**src/rtl/sort_pkg.sv**
```systemverilog
// Shared constants for the 8-lane, 8-bit sorter datapath and its input packer.
// Also provides the lane-slice helper used to pick one sample out of a frame.
package sort_pkg;

    localparam int SORT_W       = 8;
    localparam int SORT_N       = 8;
    localparam int SORT_FRAME_W = SORT_W * SORT_N;

    function automatic logic [SORT_W-1:0] lane_slice(
        input logic [SORT_FRAME_W-1:0] frame,
        input int unsigned             lane
    );
        return frame[lane*SORT_W +: SORT_W];
    endfunction

endpackage

```
**src/rtl/sort_frame_packer_if.sv**
```systemverilog
// Sample-in and frame-out handshake bundle of the sorter input packer.
// slave = packer side, master = upstream source plus sorter-side consumer.
interface sort_frame_packer_if
    import sort_pkg::*;
#(
    parameter int W = SORT_W,
    parameter int N = SORT_N
);
    logic [W-1:0]   in_data;
    logic           in_valid;
    logic           in_ready;
    logic [N*W-1:0] frame_data;
    logic           frame_valid;
    logic           frame_ready;

    modport master (
        output in_data, in_valid, frame_ready,
        input  in_ready, frame_data, frame_valid
    );

    modport slave (
        input  in_data, in_valid, frame_ready,
        output in_ready, frame_data, frame_valid
    );
endinterface

```
**src/rtl/sort_frame_slot.sv**
```systemverilog
// Single-entry valid/ready output register holding one packed frame.
// Supports drain-and-reload on the same edge and counts completed handoffs.
module sort_frame_slot #(
    parameter int FW = 64,
    parameter int CW = 16
) (
    input  logic          clk,
    input  logic          rst_n,
    input  logic          load,
    input  logic [FW-1:0] load_data,
    input  logic          frame_ready,
    output logic [FW-1:0] frame_data,
    output logic          frame_valid,
    output logic [CW-1:0] frame_cnt,
    output logic          slot_free
);
    logic [FW-1:0] data_q, data_d;
    logic          valid_q, valid_d;
    logic [CW-1:0] cnt_q, cnt_d;
    logic          handoff;

    assign handoff   = valid_q && frame_ready;
    assign slot_free = !valid_q || frame_ready;

    always_comb begin
        data_d  = data_q;
        valid_d = valid_q;
        cnt_d   = cnt_q;
        if (handoff) begin
            valid_d = 1'b0;
            cnt_d   = cnt_q + CW'(1);
        end
        // A load on the handoff edge overrides the clear, keeping the slot full.
        if (load) begin
            valid_d = 1'b1;
            data_d  = load_data;
        end
    end

    always_ff @(posedge clk or negedge rst_n) begin
        if (!rst_n) begin
            data_q  <= '0;
            valid_q <= 1'b0;
            cnt_q   <= '0;
        end else begin
            data_q  <= data_d;
            valid_q <= valid_d;
            cnt_q   <= cnt_d;
        end
    end

    assign frame_data  = data_q;
    assign frame_valid = valid_q;
    assign frame_cnt   = cnt_q;
endmodule

```
**src/rtl/sort_frame_packer.sv**
```systemverilog
// Packs a serial sample stream into N-lane frames for the sorter input bus.
// Define SORT_PACKER_FLUSH_EN to add the flush port that emits a padded partial frame.
module sort_frame_packer
    import sort_pkg::*;
#(
    parameter int W  = SORT_W,
    parameter int N  = SORT_N,
    parameter int CW = 16
`ifdef SORT_PACKER_FLUSH_EN
    ,
    parameter logic [W-1:0] PAD_VAL = '0
`endif
) (
    input  logic                 clk,
    input  logic                 rst_n,
    sort_frame_packer_if.slave   bus,
    output logic [CW-1:0]        frame_cnt,
    output logic [$clog2(N)-1:0] fill
`ifdef SORT_PACKER_FLUSH_EN
    ,
    input  logic                 flush
`endif
);
    localparam int                FILL_W = $clog2(N);
    localparam logic [FILL_W-1:0] LAST   = FILL_W'(N - 1);

    logic [W-1:0]      acc_q [N];
    logic [W-1:0]      acc_d [N];
    logic [FILL_W-1:0] fill_q, fill_d;
    logic              run_q;
    logic              in_ready;
    logic              accept;
    logic              last_lane;
    logic              slot_free;
    logic              load;
    logic [N*W-1:0]    load_data;
    logic [N*W-1:0]    full_frame;

    assign last_lane = (fill_q == LAST);
    assign accept    = bus.in_valid && in_ready;

    // The completing sample goes straight to the top lane, bypassing acc.
    for (genvar gi = 0; gi < N - 1; gi++) begin : g_full
        assign full_frame[gi*W +: W] = acc_q[gi];
    end
    assign full_frame[(N-1)*W +: W] = bus.in_data;

`ifdef SORT_PACKER_FLUSH_EN
    logic           pend_q, pend_d;
    logic [N*W-1:0] pad_frame;

    for (genvar gi = 0; gi < N; gi++) begin : g_pad
        assign pad_frame[gi*W +: W] = (FILL_W'(gi) < fill_q) ? acc_q[gi] : PAD_VAL;
    end

    assign in_ready = run_q && !pend_q && (!last_lane || slot_free);
`else
    assign in_ready = run_q && (!last_lane || slot_free);
`endif

    always_comb begin
        acc_d     = acc_q;
        fill_d    = fill_q;
        load      = 1'b0;
        load_data = full_frame;
        if (accept) begin
            if (last_lane) begin
                load   = 1'b1;
                fill_d = '0;
                for (int i = 0; i < N; i++) acc_d[i] = '0;
            end else begin
                acc_d[fill_q] = bus.in_data;
                fill_d        = fill_q + FILL_W'(1);
            end
        end
`ifdef SORT_PACKER_FLUSH_EN
        pend_d = pend_q;
        if (flush && !pend_q && (fill_q != '0 || accept) && !(accept && last_lane))
            pend_d = 1'b1;
        // in_ready is low while pending, so this never collides with an accept.
        if (pend_q && slot_free) begin
            load      = 1'b1;
            load_data = pad_frame;
            fill_d    = '0;
            pend_d    = 1'b0;
            for (int i = 0; i < N; i++) acc_d[i] = '0;
        end
`endif
    end

    always_ff @(posedge clk or negedge rst_n) begin
        if (!rst_n) begin
            for (int i = 0; i < N; i++) acc_q[i] <= '0;
            fill_q <= '0;
            run_q  <= 1'b0;
`ifdef SORT_PACKER_FLUSH_EN
            pend_q <= 1'b0;
`endif
        end else begin
            acc_q  <= acc_d;
            fill_q <= fill_d;
            run_q  <= 1'b1;
`ifdef SORT_PACKER_FLUSH_EN
            pend_q <= pend_d;
`endif
        end
    end

    sort_frame_slot #(
        .FW (N * W),
        .CW (CW)
    ) u_slot (
        .clk         (clk),
        .rst_n       (rst_n),
        .load        (load),
        .load_data   (load_data),
        .frame_ready (bus.frame_ready),
        .frame_data  (bus.frame_data),
        .frame_valid (bus.frame_valid),
        .frame_cnt   (frame_cnt),
        .slot_free   (slot_free)
    );

    assign bus.in_ready = in_ready;
    assign fill         = fill_q;
endmodule

```
**src/flat_wrapper.sv**
```systemverilog
// flat-port wrapper written by rule: the top's interface ports become plain ports
module sort_frame_packer_flat import sort_pkg::*;
#(
    parameter int W  = SORT_W,
    parameter int N  = SORT_N,
    parameter int CW = 16

)
  (clk, rst_n, frame_cnt, fill, bus_in_data, bus_in_valid, bus_frame_ready, bus_in_ready, bus_frame_data, bus_frame_valid);
  sort_frame_packer_if #(.W(W), .N(N)) bus_i ();
  input  logic clk;
  input  logic rst_n;
  output logic [CW-1:0] frame_cnt;
  output logic [$clog2(N)-1:0] fill;
  input wire logic [$bits(bus_i.in_data)-1:0] bus_in_data;
  input wire logic [$bits(bus_i.in_valid)-1:0] bus_in_valid;
  input wire logic [$bits(bus_i.frame_ready)-1:0] bus_frame_ready;
  output wire logic [$bits(bus_i.in_ready)-1:0] bus_in_ready;
  output wire logic [$bits(bus_i.frame_data)-1:0] bus_frame_data;
  output wire logic [$bits(bus_i.frame_valid)-1:0] bus_frame_valid;
  assign bus_i.in_data = bus_in_data;
  assign bus_i.in_valid = bus_in_valid;
  assign bus_i.frame_ready = bus_frame_ready;
  assign bus_in_ready = bus_i.in_ready;
  assign bus_frame_data = bus_i.frame_data;
  assign bus_frame_valid = bus_i.frame_valid;
  sort_frame_packer #(.W(W), .N(N), .CW(CW)) u_core (.clk(clk), .rst_n(rst_n), .bus(bus_i), .frame_cnt(frame_cnt), .fill(fill));
endmodule
```
**config.mk**
```make
export PLATFORM = sky130hd
export DESIGN_NAME = sort_frame_packer_flat
export DESIGN_NICKNAME = d
export VERILOG_FILES = /design/src/rtl/sort_pkg.sv /design/src/rtl/sort_frame_packer_if.sv /design/src/rtl/sort_frame_slot.sv /design/src/rtl/sort_frame_packer.sv /design/src/flat_wrapper.sv
export SDC_FILE = /design/constraint.sdc
export NUM_CORES = 1
export LEC_CHECK = 0
export ABC_AREA = 0
export CORE_AREA = 2 2 116 118
export CTS_BUF_LIST = sky130_fd_sc_hd__clkbuf_16
export DETAILED_ROUTE_END_ITERATION = 12
export DIE_AREA = 0 0 118 120
export PLACE_DENSITY = 0.75
export SYNTH_ARGS = -nofsm -noshare
export SYNTH_HDL_FRONTEND = slang
export SYNTH_SLANG_ARGS = --single-unit
```
**constraint.sdc**
```tcl
create_clock -name clk -period 2.3 [get_ports clk]
set_input_delay 0.345 -clock clk [delete_from_list [all_inputs] [get_ports clk]]
set_output_delay 0.345 -clock clk [all_outputs]
set_load 0.02 [all_outputs]
```
== Yosys cells after proc, flatten, opt, wreduce, memory -nomap -nowiden ==
Cells that the tools add are included.
Word-level totals
  memories: 0
  register bits after elaboration: 149
  bits in latches: 0
  bits in read-only memories: 0
  memory bits (writable): 0
Cells by class
  reduce and logical (&&, ||, !) cells: 9
  $lt $le $gt $ge: 2
  equality and inequality tests: 1
  shift operators: 0
  multiply operators: 0
  bitwise logic cells: 1
  mux-type cells: 9
  add/subtract/negate cells: 2
  div/mod/pow operators: 0
Operators with widths (count)
  $bwmux W64: 1
  $mux W64: 1
  $demux W8 S3: 1
  $add A16 B1 Y16 const B: 1
  $mux W8: 1
  $ge A4 B4 Y1 const B: 1
  $logic_and A1 B1 Y1: 4
  $lt A4 B1 Y1 const B: 1
  $mux W1: 4
  $not A3 Y4: 1
  $add A3 B1 Y3 const B: 1
  $eq A3 B3 Y1 const B: 1
  $mux W3: 1
  $logic_not A1 Y1: 2
  $logic_or A1 B1 Y1: 2
  $reduce_bool A2 Y1: 1

== Depth between registers and ports, before layout ==
Gate-level depths: netlist of the first run.
  depth after elaboration: 7
  mapped depth: 8
  gate-level depth less buffers: 6

== By module ==
A second synthesis of the first run with hierarchy kept.
Unflattened totals
  cells, all modules: 428
  area total of the unflattened synthesis: 6027.0 um2
Modules (own cells, without submodules)
  sort_frame_slot: cells an instance 193, instances 1, sequential area each 2026.9 um2, area an instance 3094.2 um2
  sort_frame_packer: cells an instance 235, instances 1, sequential area each 1501.4 um2, area an instance 2932.8 um2

== Worst setup path after synthesis of the first run ==
No wires, ideal clock.
  path type: reg2reg
  start: register u_core.fill_q[1] (netlist: u_core.fill[1])
  end: register u_core.acc_q[32] (netlist bit)
  setup time: 125 ps
  arrival: 1838 ps
  required time: 2175 ps
  cell stages (with the launch flop): 8
  path slack: 337 ps
  path through: dfrtp_1 ha_1 ha_1 nand3b_4 and2_4 buf_6 nand2_2 mux2_2
Between the ends
  cells in the longest elaborated chain, start to end: 7
  elaborated cells between the ends (all ways): 13
RTL lines
  start, declared: line sort_frame_packer.sv:29  | logic [FILL_W-1:0] fill_q, fill_d;
  start signal, assigned: line sort_frame_packer.sv:101  | fill_q <= fill_d;
  $not A3 Y4 (implied by the code): line sort_frame_packer.sv:72  | acc_d[fill_q] = bus.in_data;
  $ge A4 B4 Y1 (implied by the code) or $lt A4 B1 Y1 (tied branches): line sort_frame_packer.sv:72
  $logic_and A1 B1 Y1 (implied by the code): line sort_frame_packer.sv:72
  $mux W8 (implied by the code): line sort_frame_packer.sv:72
  $demux W8 S3: line sort_frame_packer.sv:72
  $bwmux W64: line sort_frame_packer.sv:72
  $mux W64: line sort_frame_packer.sv:67  | if (last_lane) begin
  end signal, assigned: line sort_frame_packer.sv:100  | acc_q <= acc_d;
  end, declared: line sort_frame_packer.sv:27  | logic [W-1:0] acc_q [N];
Parallel ways exist; a longest one is shown, timed or not.
A chain may end at the register's enable or synchronous reset.

== Worst setup path in the final report of the first run ==
  start: register u_core.fill_q[0] (netlist: u_core.fill[0])
  end: output port bus_in_ready
Between the ends
  cells in the longest elaborated chain, start to end: 4
RTL lines
  $eq A3 B3 Y1: line sort_frame_packer.sv:39  | assign last_lane = (fill_q == LAST);
  $logic_not A1 Y1: line sort_frame_packer.sv:58  | assign in_ready = run_q && (!last_lane || slot_free);
  $logic_or A1 B1 Y1: line sort_frame_packer.sv:58
  $logic_and A1 B1 Y1: line sort_frame_packer.sv:58
  end, declared: line flat_wrapper.sv:18  | output wire logic [$bits(bus_i.in_ready)-1:0] bus_in_ready;
No other way between the ends.

==> impl_metrics.csv, run 1 <==
group,metric,value,unit
floorplanning,die_h,120,um
detailed_routing,routed_wl,12.1,mm
setup_path,reg2reg_depth,6,
floorplanning,coreArea,13000,um2
floorplanning,dieArea,14200,um2
synthesis,yosysMostFrequentCell,"dfrtp_1",
sta,hold_viol,20,
cts,cts_buffer_depth,2,
sta,postLayoutSetupSlackWorst,84.8,ps
synthesis,synth_largest_area_cell,"dfrtp_1",
run_status,status,"complete, but fails checks",
cells_and_area,fillers,1079,
run_status,violations,"hold timing",
placed_design,port_buffers,96,
global_routing,gr-usage-all-layers,18.1,%
min_path,min_path_type,"in -> async",
setup_path,arrival,1870,ps
detailed_routing,first_pass_iters,5,
synthesis,synth_area_per_cell,13.7,um2
synthesis,async_flop_share,100,%
cts,numCtsBuffers,17,
setup_path,crit_type,"reg -> out",
sta,tns,0,ps
cts,cts-root-buf,"clkbuf_16",
sta,setup_viol_count_final,0,
sta,rsz0062_at_grt,"no",
setup_path,critPathLaunchType,"flip-flop",
synthesis,yosysSeqAreaShare,61.9,%
synthesis,synth.top_cell.area_share,61.9,%
detailed_routing,ant_nets,0,
global_routing,overflow,0,
setup_path,worstPathMaxFanout,5,
detailed_routing,via_per_inst,5.03,
placed_design,place.gp.congestion,0.807,
sta,fin_crit_sh,96.3,%
synthesis,ys_seq_elements,141,
setup_path,cp-startpoint,"u_core.fill[0]$_DFFE_PN0P_",
placed_design,pre_cts_slack,138,ps
global_routing,gr-usage-met2,28.3,%
synthesis,synthTopCellsByArea,"dfrtp_1 (62%), mux2_2 (14%), mux2i_1 (5.6%), nand2_1 (3.0%), xnor2_1 (1.7%)",
synthesis,yosysUniqueCellTypes,36,
cells_and_area,syn2layout_area_growth,31.7,%
synthesis,synth-edff-count,0,
flow_run,maxCapViolations,0,
floorplanning,ios,97,
sta,tightest_slew,867,ps
setup_path,worstSetupEndpoint,"bus_in_ready",
global_routing,grt_max_degree,142,
cells_and_area,nNetsFinal,542,
pwr,peakVddDrop,0.785,mV
global_routing,grt_pass1_vias,3657,
synthesis,synth.top_cells.by_count,"dfrtp_1 (141), mux2_2 (69), nand2_1 (46), mux2i_1 (32), nand3_1 (19)",
cts,htreeDepth,4,
cts,clkTransAtPathRegs,60,ps
detailed_routing,vias,3595,
cells_and_area,drive_gt1_share,23.2,%
cts,worstSkewPairLatency,420,ps
cts,clkSinkCount,141,
global_routing,use_met3,5.04,%
sta,skew,6.29,ps
sta,relSlewSlack,42.2,%
placed_design,hpwl,8.01,mm
global_routing,busiest_layer,"met2",
detailed_routing,wire_per_inst,16.9,um
synthesis,syn_inst,416,
floorplanning,rows,42,
cells_and_area,antenna_cells,0,
detailed_routing,drt_iter0_drc,223,
pwr,powerDensity,1230,nW/um2
setup_path,worstReg2RegStart,"u_core.fill[0]$_DFFE_PN0P_",
synthesis,yosys_warnings,0,
setup_path,rrSetupSlack,370,ps
cts,cts_tree,"built",
detailed_routing,drc,0,
global_routing,grt_antenna_before_repair,0,
sta,drv_slew,0,
synthesis,netlist_area,5700,um2
synthesis,syn-num-nets,431,
sta,layout_min_cycle_time,2220,ps
sta,max_freq,451,MHz
floorplanning,die_x,118,um
setup_path,worstPathRequired,1960,ps
global_routing,grt_pass1_wl,19.6,mm
global_routing,grtUsageMet1,23.6,%
floorplanning,initial_core_util,43.9,%
setup_path,worstReg2RegEnd,"u_core.u_slot.frame_data[16]$_DFFE_PN0P_",
sta,hold-worst-slack,-87.6,ps
pwr,p_leak,0.00352,uW
setup_path,end_kind,"output port",
synthesis,yosys_most_used_dff,"dfrtp_1",
==> stage by stage <==
stage	area, um2	util, %	hold slack (ps)	power (uW)	cells
after floorplan	5700	-	49.4	5150	416
after global placement	6900	53.2	462	6310	684
after detailed placement	6900	53.2	476	6440	684
after CTS	7500	57.8	74.8	9270	715
after global routing	7500	57.8	69.1	9670	715
final	7500	57.8	-87.6	9190	715
==> flip-flops by register name, indices dropped and copies added (netlist names) <==
name	flops
u_core.acc_q	56
u_core.fill	3
u_core.run_q	1
u_core.u_slot.frame_cnt	16
u_core.u_slot.frame_data	64
u_core.u_slot.frame_valid	1
==> critical path: stages, from the launching register on <==
cell and delay, ps:
dfrtp_1 380, ha_1 230, ha_1 240, nand3b_4 130
and2_2 150, dlygate4sd2_1 330
==> routing by layer <==
metal,routed length (um),up-vias
li1,-,1661
met1,5360,1821
met2,5960,90
met3,527,23
met4,267,0
met5,0,-
==> layout make-up <==
class	instances	area, um2	share of cell area, %
tap	176	220	2.94
clock buffer	17	425	5.67
multi-input combinational	254	2010	26.8
timing repair buffer	113	1140	15.2
clock inverter	14	178	2.37
sequential	141	3530	47.0
==> report_power, final <==
part | switching [uW] | leakage (uW) | internal, uW
registers | 462 | 0.00189 | 3290
clock network | 1030 | 0.000292 | 1790
logic | 1300 | 0.00134 | 1320
total | 2790 | 0.00352 | 6400
==> how the worst min path moves through the flow <==
stage / start / end / slack (ps) / depth (start not counted)
floorplan: rst_n / u_core.acc_q[10]$_DFFE_PN0P_ / 50 / 0
global placement: u_core.u_slot.frame_cnt[15]$_DFFE_PN0P_ / u_core.u_slot.frame_cnt[15]$_DFFE_PN0P_ / 460 / 1
detailed placement: u_core.acc_q[51]$_DFFE_PN0P_ / u_core.u_slot.frame_data[11]$_DFFE_PN0P_ / 480 / 1
CTS: rst_n / u_core.acc_q[19]$_DFFE_PN0P_ / 70 / 2
global route: rst_n / u_core.u_slot.frame_data[43]$_DFFE_PN0P_ / 70 / 2
finish: rst_n / u_core.acc_q[19]$_DFFE_PN0P_ / -90 / 2
==> placed cells by master, fill, tap and decap left out, drive strengths merged, types with 3 or more instances in the layout <==
cell / count
and2: 4
and3: 3
buf: 18
bufinv: 4
clkbuf: 17
clkdlybuf4s50: 94
clkinv: 7
dfrtp: 141
ha: 3
mux2: 74
mux2i: 32
nand2: 48
nand2b: 9
nand3: 20
nand4: 6
nor2: 13
o21ai: 16
xnor2: 11
xor2: 4
==> cells by family (layout without fill, tap and decap cells) <==
logic type	Yosys count	after routing	synth area share, %
other cells	1	1	0.0658
simple gates	113	113	10.3
fa+ha+maj	3	3	0.659
compound gates	16	16	1.41
mux	106	106	20.3
flops	141	141	61.9
buf+inv	21	144	3.10
xor+xnor	15	15	2.31
==> timing repair <==
item                                    in CTS  in global routing
hold buffers                                 0                  0
buffers inserted                             0                  0
endpoints found under the setup margin       1                  0
gates resized for setup                      1                  0
No activity file was read; power rests on OpenSTA's default activity.
==> run 2, diff against run 1 <==
--- a/config.mk
+++ b/config.mk
@@ -5,11 +5,10 @@
 export SDC_FILE = /design/constraint.sdc
 export NUM_CORES = 1
 export LEC_CHECK = 0
-export ABC_AREA = 0
-export CORE_AREA = 2 2 116 118
-export CTS_BUF_LIST = sky130_fd_sc_hd__clkbuf_16
+export ABC_AREA = 1
+export CORE_AREA = 2 2 118 120
 export DETAILED_ROUTE_END_ITERATION = 12
-export DIE_AREA = 0 0 118 120
+export DIE_AREA = 0 0 120 122
 export PLACE_DENSITY = 0.75
 export SYNTH_ARGS = -nofsm -noshare
 export SYNTH_HDL_FRONTEND = slang
==> impl_metrics.csv, run 2 <==
group,metric,value,unit
run_status,status,"completed",
detailed_routing,ant_nets,0,
cts,cts-root-buf,"clkbuf_16",
detailed_routing,first_pass_iters,7,
global_routing,grt_pass1_vias,4448,
cts,worstSkewPairLatency,410,ps
pwr,peakVddDrop,0.425,mV
cells_and_area,antenna_cells,0,
cts,clkSinkCount,141,
synthesis,synth_area_per_cell,8.89,um2
setup_path,rrSetupSlack,290,ps
placed_design,place.gp.congestion,0.800,
sta,drv_slew,0,
min_path,min_path_type,"reg -> reg",
synthesis,synth.top_cells.by_count,"nand2_1 (313), dfrtp_1 (141), nand3_1 (77), inv_1 (28), nor2_1 (21)",
setup_path,worstSetupEndpoint,"bus_in_ready",
floorplanning,ios,97,
sta,hold_viol,0,
flow_run,maxCapViolations,0,
detailed_routing,vias,4686,
floorplanning,die_x,120,um
synthesis,yosys_most_used_dff,"dfrtp_1",
sta,layout_min_cycle_time,2090,ps
synthesis,yosysUniqueCellTypes,31,
setup_path,arrival,1750,ps
cells_and_area,mostFrequentLayoutCell,"nand2_1",
placed_design,port_buffers,96,
detailed_routing,drt_iter0_drc,317,
setup_path,cp-startpoint,"u_core.fill[0]$_DFFE_PN0P_",
sta,fin_crit_sh,91.1,%
cells_and_area,nNetsFinal,795,
setup_path,crit_type,"reg -> out",
floorplanning,initial_core_util,43.9,%
synthesis,async_flop_share,100,%
synthesis,yosys_warnings,0,
global_routing,grt_antenna_before_repair,0,
detailed_routing,drc,0,
placed_design,pre_cts_slack,184,ps
pwr,powerDensity,1220,nW/um2
sta,max_freq,477,MHz
pwr,total_power,9440,uW
setup_path,worstPathMaxFanout,3,
cts,numCtsBuffers,17,
synthesis,syn-num-nets,682,
synthesis,synth_largest_area_cell,"dfrtp_1",
pwr,p_leak,0.00401,uW
sta,postLayoutSetupSlackWorst,206,ps
setup_path,worstPathRequired,1960,ps
synthesis,yosysSeqAreaShare,59.5,%
global_routing,overflow,0,
sta,setup_viol_count_final,0,
setup_path,worstReg2RegStart,"u_core.fill[0]$_DFFE_PN0P_",
placed_design,dpl-instance-area,7130,um2
setup_path,end_kind,"output port",
sta,relSlewSlack,39.3,%
floorplanning,die_h,122,um
placed_design,hpwl,8.89,mm
cells_and_area,syn2layout_area_growth,30.2,%
sta,hold-worst-slack,465,ps
synthesis,synthTopCellsByArea,"dfrtp_1 (60%), nand2_1 (20%), nand3_1 (6.5%), inv_1 (1.8%), buf_6 (1.3%)",
floorplanning,coreArea,13500,um2
detailed_routing,via_per_inst,4.82,
setup_path,worstReg2RegEnd,"u_core.acc_q[39]$_DFFE_PN0P_",
synthesis,ys_seq_elements,141,
sta,tightest_slew,906,ps
floorplanning,dieArea,14600,um2
synthesis,syn_inst,667,
setup_path,reg2reg_depth,6,
cells_and_area,drive_gt1_share,9.58,%
detailed_routing,routed_wl,13.5,mm
global_routing,gr-usage-all-layers,19.4,%
floorplanning,rows,43,
synthesis,yosysMostFrequentCell,"nand2_1",
global_routing,grt_pass1_wl,22.4,mm
cts,cts_buffer_depth,2,
cts,clkTransAtPathRegs,60,ps
detailed_routing,wire_per_inst,13.9,um
sta,skew,6.97,ps
cts,cts_setup_buffers,0,
sta,rsz0062_at_grt,"no",
cells_and_area,final_cell_mix,"nand2_1 (313), dfrtp_1 (141), clkdlybuf4s50_1 (94)",
setup_path,critPathLaunchType,"flip-flop",
global_routing,grt_max_degree,78,
synthesis,synth-edff-count,0,
cts,htreeDepth,4,
cells_and_area,stdcell_area,7720,um2
cts,cts_tree,"built",
sta,tns,0,ps
synthesis,synth.top_cell.area_share,59.5,%
min_path,min_path_cells,2,
cells_and_area,largest_register_ffs,64,
synthesis,netlist_area,5930,um2
==> run 2: logic make-up (layout without fill, tap and decap cells) <==
kind of cell | Yosys count | count (layout) | synth area share (%)
compound gates | 16 | 16 | 1.48
flops | 141 | 141 | 59.5
xor+xnor | 9 | 9 | 1.33
buf+inv | 57 | 183 | 4.87
other cells | 1 | 1 | 0.0632
fa+ha+maj | 3 | 3 | 0.633
simple gates | 440 | 440 | 32.1
==> run 2: timing repair <==
| item | in CTS | in global routing |
|---|---|---|
| hold endpoints to repair | 71 | 0 |
| resized for setup | 1 | 0 |
| hold buffers | 1 | 0 |
| endpoints found under the setup margin | 1 | 0 |
==> run 2: layout make-up <==
class	instances	area [um2]
clock inverters	12	138
inverters	33	125
repair buffers	118	1140
well taps	180	225
fillers	1182	5790
multi-input cells	469	2110
clock buffers	20	447
flip-flops and latches	141	3530
==> run 2: routing by layer <==
layer / up-vias / part of all wire (%) / GRT usage (%)
li1: 2336 / - / -
met1: 2228 / 46 / 27.2
met2: 111 / 50 / 31.3
met3: 11 / 3.8 / 3.56
met4: 0 / 0.77 / 5.15
met5: - / 0 / 0
==> run 2: report_power, final <==
group          internal, uW  total [uW]  switching (uW)
Combinational          1290        2900            1600
Sequential             3370        3880             511
Clock                  1630        2670            1030
==> run 2: worst min-delay path by stage <==
stage	startpoint	endpoint	slack, ps
2_1_floorplan	rst_n	u_core.acc_q[10]$_DFFE_PN0P_	50
3_3_place_gp	rst_n	u_core.u_slot.frame_data[21]$_DFFE_PN0P_	400
3_5_place_dp	rst_n	u_core.u_slot.frame_data[21]$_DFFE_PN0P_	400
4_1_cts	u_core.u_slot.frame_data[14]$_DFFE_PN0P_	u_core.u_slot.frame_data[14]$_DFFE_PN0P_	470
5_1_grt	u_core.u_slot.frame_data[20]$_DFFE_PN0P_	u_core.u_slot.frame_data[20]$_DFFE_PN0P_	500
6_report	u_core.u_slot.frame_data[14]$_DFFE_PN0P_	u_core.u_slot.frame_data[14]$_DFFE_PN0P_	470
==> run 2: worst max-delay path: stages, from the launching register on <==
cell	delay (ps)
dfrtp_1	380
ha_1	220
ha_2	210
nand3_2	90
nand2_4	60
inv_1	50
dlygate4sd2_1	320
==> run 2: stage by stage <==
stage,std cells,utilization (%)
after floorplan,667,-
after global placement,940,52.8
after detailed placement,940,52.8
after CTS,973,57.2
after global routing,973,57.2
final,973,57.2
==> run 3, diff against run 2 <==
--- a/config.mk
+++ b/config.mk
@@ -6,10 +6,11 @@
 export NUM_CORES = 1
 export LEC_CHECK = 0
 export ABC_AREA = 1
-export CORE_AREA = 2 2 118 120
+export CORE_AREA = 2 2 125 127
 export DETAILED_ROUTE_END_ITERATION = 12
-export DIE_AREA = 0 0 120 122
-export PLACE_DENSITY = 0.75
+export DIE_AREA = 0 0 127 129
+export GPL_ROUTABILITY_DRIVEN = 0
+export PLACE_DENSITY = 0.69
 export SYNTH_ARGS = -nofsm -noshare
 export SYNTH_HDL_FRONTEND = slang
 export SYNTH_SLANG_ARGS = --single-unit
==> impl_metrics.csv, run 3 (synthesized netlist as in run 2, its figures left out) <==
group,metric,value,unit
global_routing,gr-usage-all-layers,18.4,%
cells_and_area,multi_input_area,2110,um2
global_routing,overflow,0,
setup_path,critPathSlowestCell,"dfrtp_1",
cells_and_area,syn2layout_area_growth,31.6,%
setup_path,path_cells,"ha_1 -> ha_2 -> nand3_2 -> nand2_4 -> inv_1 -> dlygate4sd2_1",
detailed_routing,routed_wl,14.2,mm
sta,fin_crit_sh,95.1,%
setup_path,max_stage_delay,380,ps
pwr,peakVddDrop,0.640,mV
floorplanning,rows,45,
setup_path,worstPathMaxFanout,7,
placed_design,port_buffers,96,
cells_and_area,antenna_cells,0,
placed_design,hpwl,9.40,mm
cells_and_area,nNetsFinal,796,
sta,max_freq,457,MHz
cells_and_area,final_util,52.1,%
global_routing,grt_antenna_before_repair,0,
setup_path,arrival,1840,ps
sta,layout_min_cycle_time,2190,ps
cts,cts_setup_buffers,0,
floorplanning,ios,97,
cts,worstSkewPairLatency,420,ps
global_routing,grt_pass1_vias,4593,
sta,relSlewSlack,37.6,%
global_routing,grt_pass1_wl,23.3,mm
detailed_routing,first_pass_iters,5,
flow_run,maxCapViolations,0,
pwr,powerDensity,1250,nW/um2
cts,numCtsBuffers,17,
sta,tightest_slew,933,ps
sta,setup_viol_count_final,0,
detailed_routing,vias,4711,
cts,cts_buffer_depth,2,
run_status,status,"completed",
global_routing,grt_max_degree,62,
cts,clkSinkCount,141,
detailed_routing,wire_per_inst,14.5,um
placed_design,dpl-instance-area,7160,um2
floorplanning,dieArea,16400,um2
detailed_routing,drt_iter0_drc,339,
cells_and_area,largest_register_ffs,64,
pwr,p_leak,0.00407,uW
setup_path,crit_type,"reg -> out",
cts,cts_tree,"built",
sta,skew,5.85,ps
setup_path,critPathLaunchType,"flip-flop",
detailed_routing,drc,0,
sta,drv_slew,0,
floorplanning,die_h,129,um
setup_path,worstPathRequired,1960,ps
cells_and_area,seqCellArea,3530,um2
sta,rsz0062_at_grt,"no",
setup_path,end_kind,"output port",
sta,hold_viol,0,
cells_and_area,fillers,1372,
cts,htreeDepth,4,
detailed_routing,via_per_inst,4.80,
floorplanning,initial_core_util,39.6,%
floorplanning,die_x,127,um
min_path,min_path_type,"in -> async",
cts,cts-root-buf,"clkbuf_16",
pwr,total_power,9750,uW
cells_and_area,final_cell_mix,"nand2_1 (313), dfrtp_1 (141), clkdlybuf4s50_1 (94)",
setup_path,rrSetupSlack,220,ps
cells_and_area,stdcell_area,7800,um2
detailed_routing,ant_nets,0,
sta,tns,0,ps
cts,clkTransAtPathRegs,60,ps
cells_and_area,mostFrequentLayoutCell,"nand2_1",
floorplanning,coreArea,15000,um2
cells_and_area,drive_gt1_share,9.82,%
## run 3: cell count changes in the layout (fill, tap and decap cells not counted), sizes merged
cell,change
clkbuf,-1
clkinvlp,-3
inv,-3
buf,+1
bufinv,+3
clkinv,+4
## run 3: metal layers
layer	up-vias	global-route usage, %	share of wire, %
li1	2344	-	-
met1	2232	24.2	45
met2	116	29.7	48
met3	19	4.20	5.0
met4	0	7.37	1.8
met5	-	0	0
## run 3: worst paths after layout
| kind | endpoint | cells after the start | from |
|---|---|---|---|
| setup / recovery | bus_in_ready | 6 | u_core.fill[0]$_DFFE_PN0P_ |
| hold / removal | u_core.u_slot.frame_cnt[6]$_DFFE_PN0P_ | 2 | rst_n |
| setup reg to reg | u_core.acc_q[10]$_DFFE_PN0P_ | 11 | u_core.fill[0]$_DFFE_PN0P_ |
| hold reg to reg | u_core.u_slot.frame_data[55]$_DFFE_PN0P_ | 2 | u_core.u_slot.frame_data[55]$_DFFE_PN0P_ |
| max in group asynchronous | u_core.u_slot.frame_data[33]$_DFFE_PN0P_ | 3 | rst_n |
| min in group clk | u_core.u_slot.frame_data[55]$_DFFE_PN0P_ | 2 | u_core.u_slot.frame_data[55]$_DFFE_PN0P_ |
## run 3: final cells by class
| type | instances | share of cell area [%] |
|---|---|---|
| clock inverters | 13 | 2.50 |
| multi-input cells | 469 | 27.1 |
| inverters | 33 | 1.60 |
| flip-flops and latches | 141 | 45.2 |
| repair buffers | 119 | 14.9 |
| well taps | 188 | 3.01 |
| clock buffers | 19 | 5.68 |
## run 3: where the power goes
part           leakage (uW)  switching [uW]  internal (uW)  total (uW)
combinational       0.00190            1620           1300        2920
sequential          0.00186             518           3370        3890
clock              0.000312            1010           1940        2950
## run 3: timing repair
item,CTS,global route
hold buffers,1,0
endpoints found under the hold margin,56,0
setup endpoints to repair,1,0
gates resized for setup,1,0
## run 3: critical path: cells and delay by family (launching register included)
kind          cells  cell delay, ps
fa+ha+maj         2             470
buf+inv           2             420
flops             1             380
simple gates      2             150
## run 3: through the flow
stage,worst slack (ps),hold WS (ps),std cells
finish,113,469,982
global route,34.0,499,982
CTS,77.1,471,982
detailed placement,152,360,949
global placement,165,360,949
floorplan,345,49.4,667
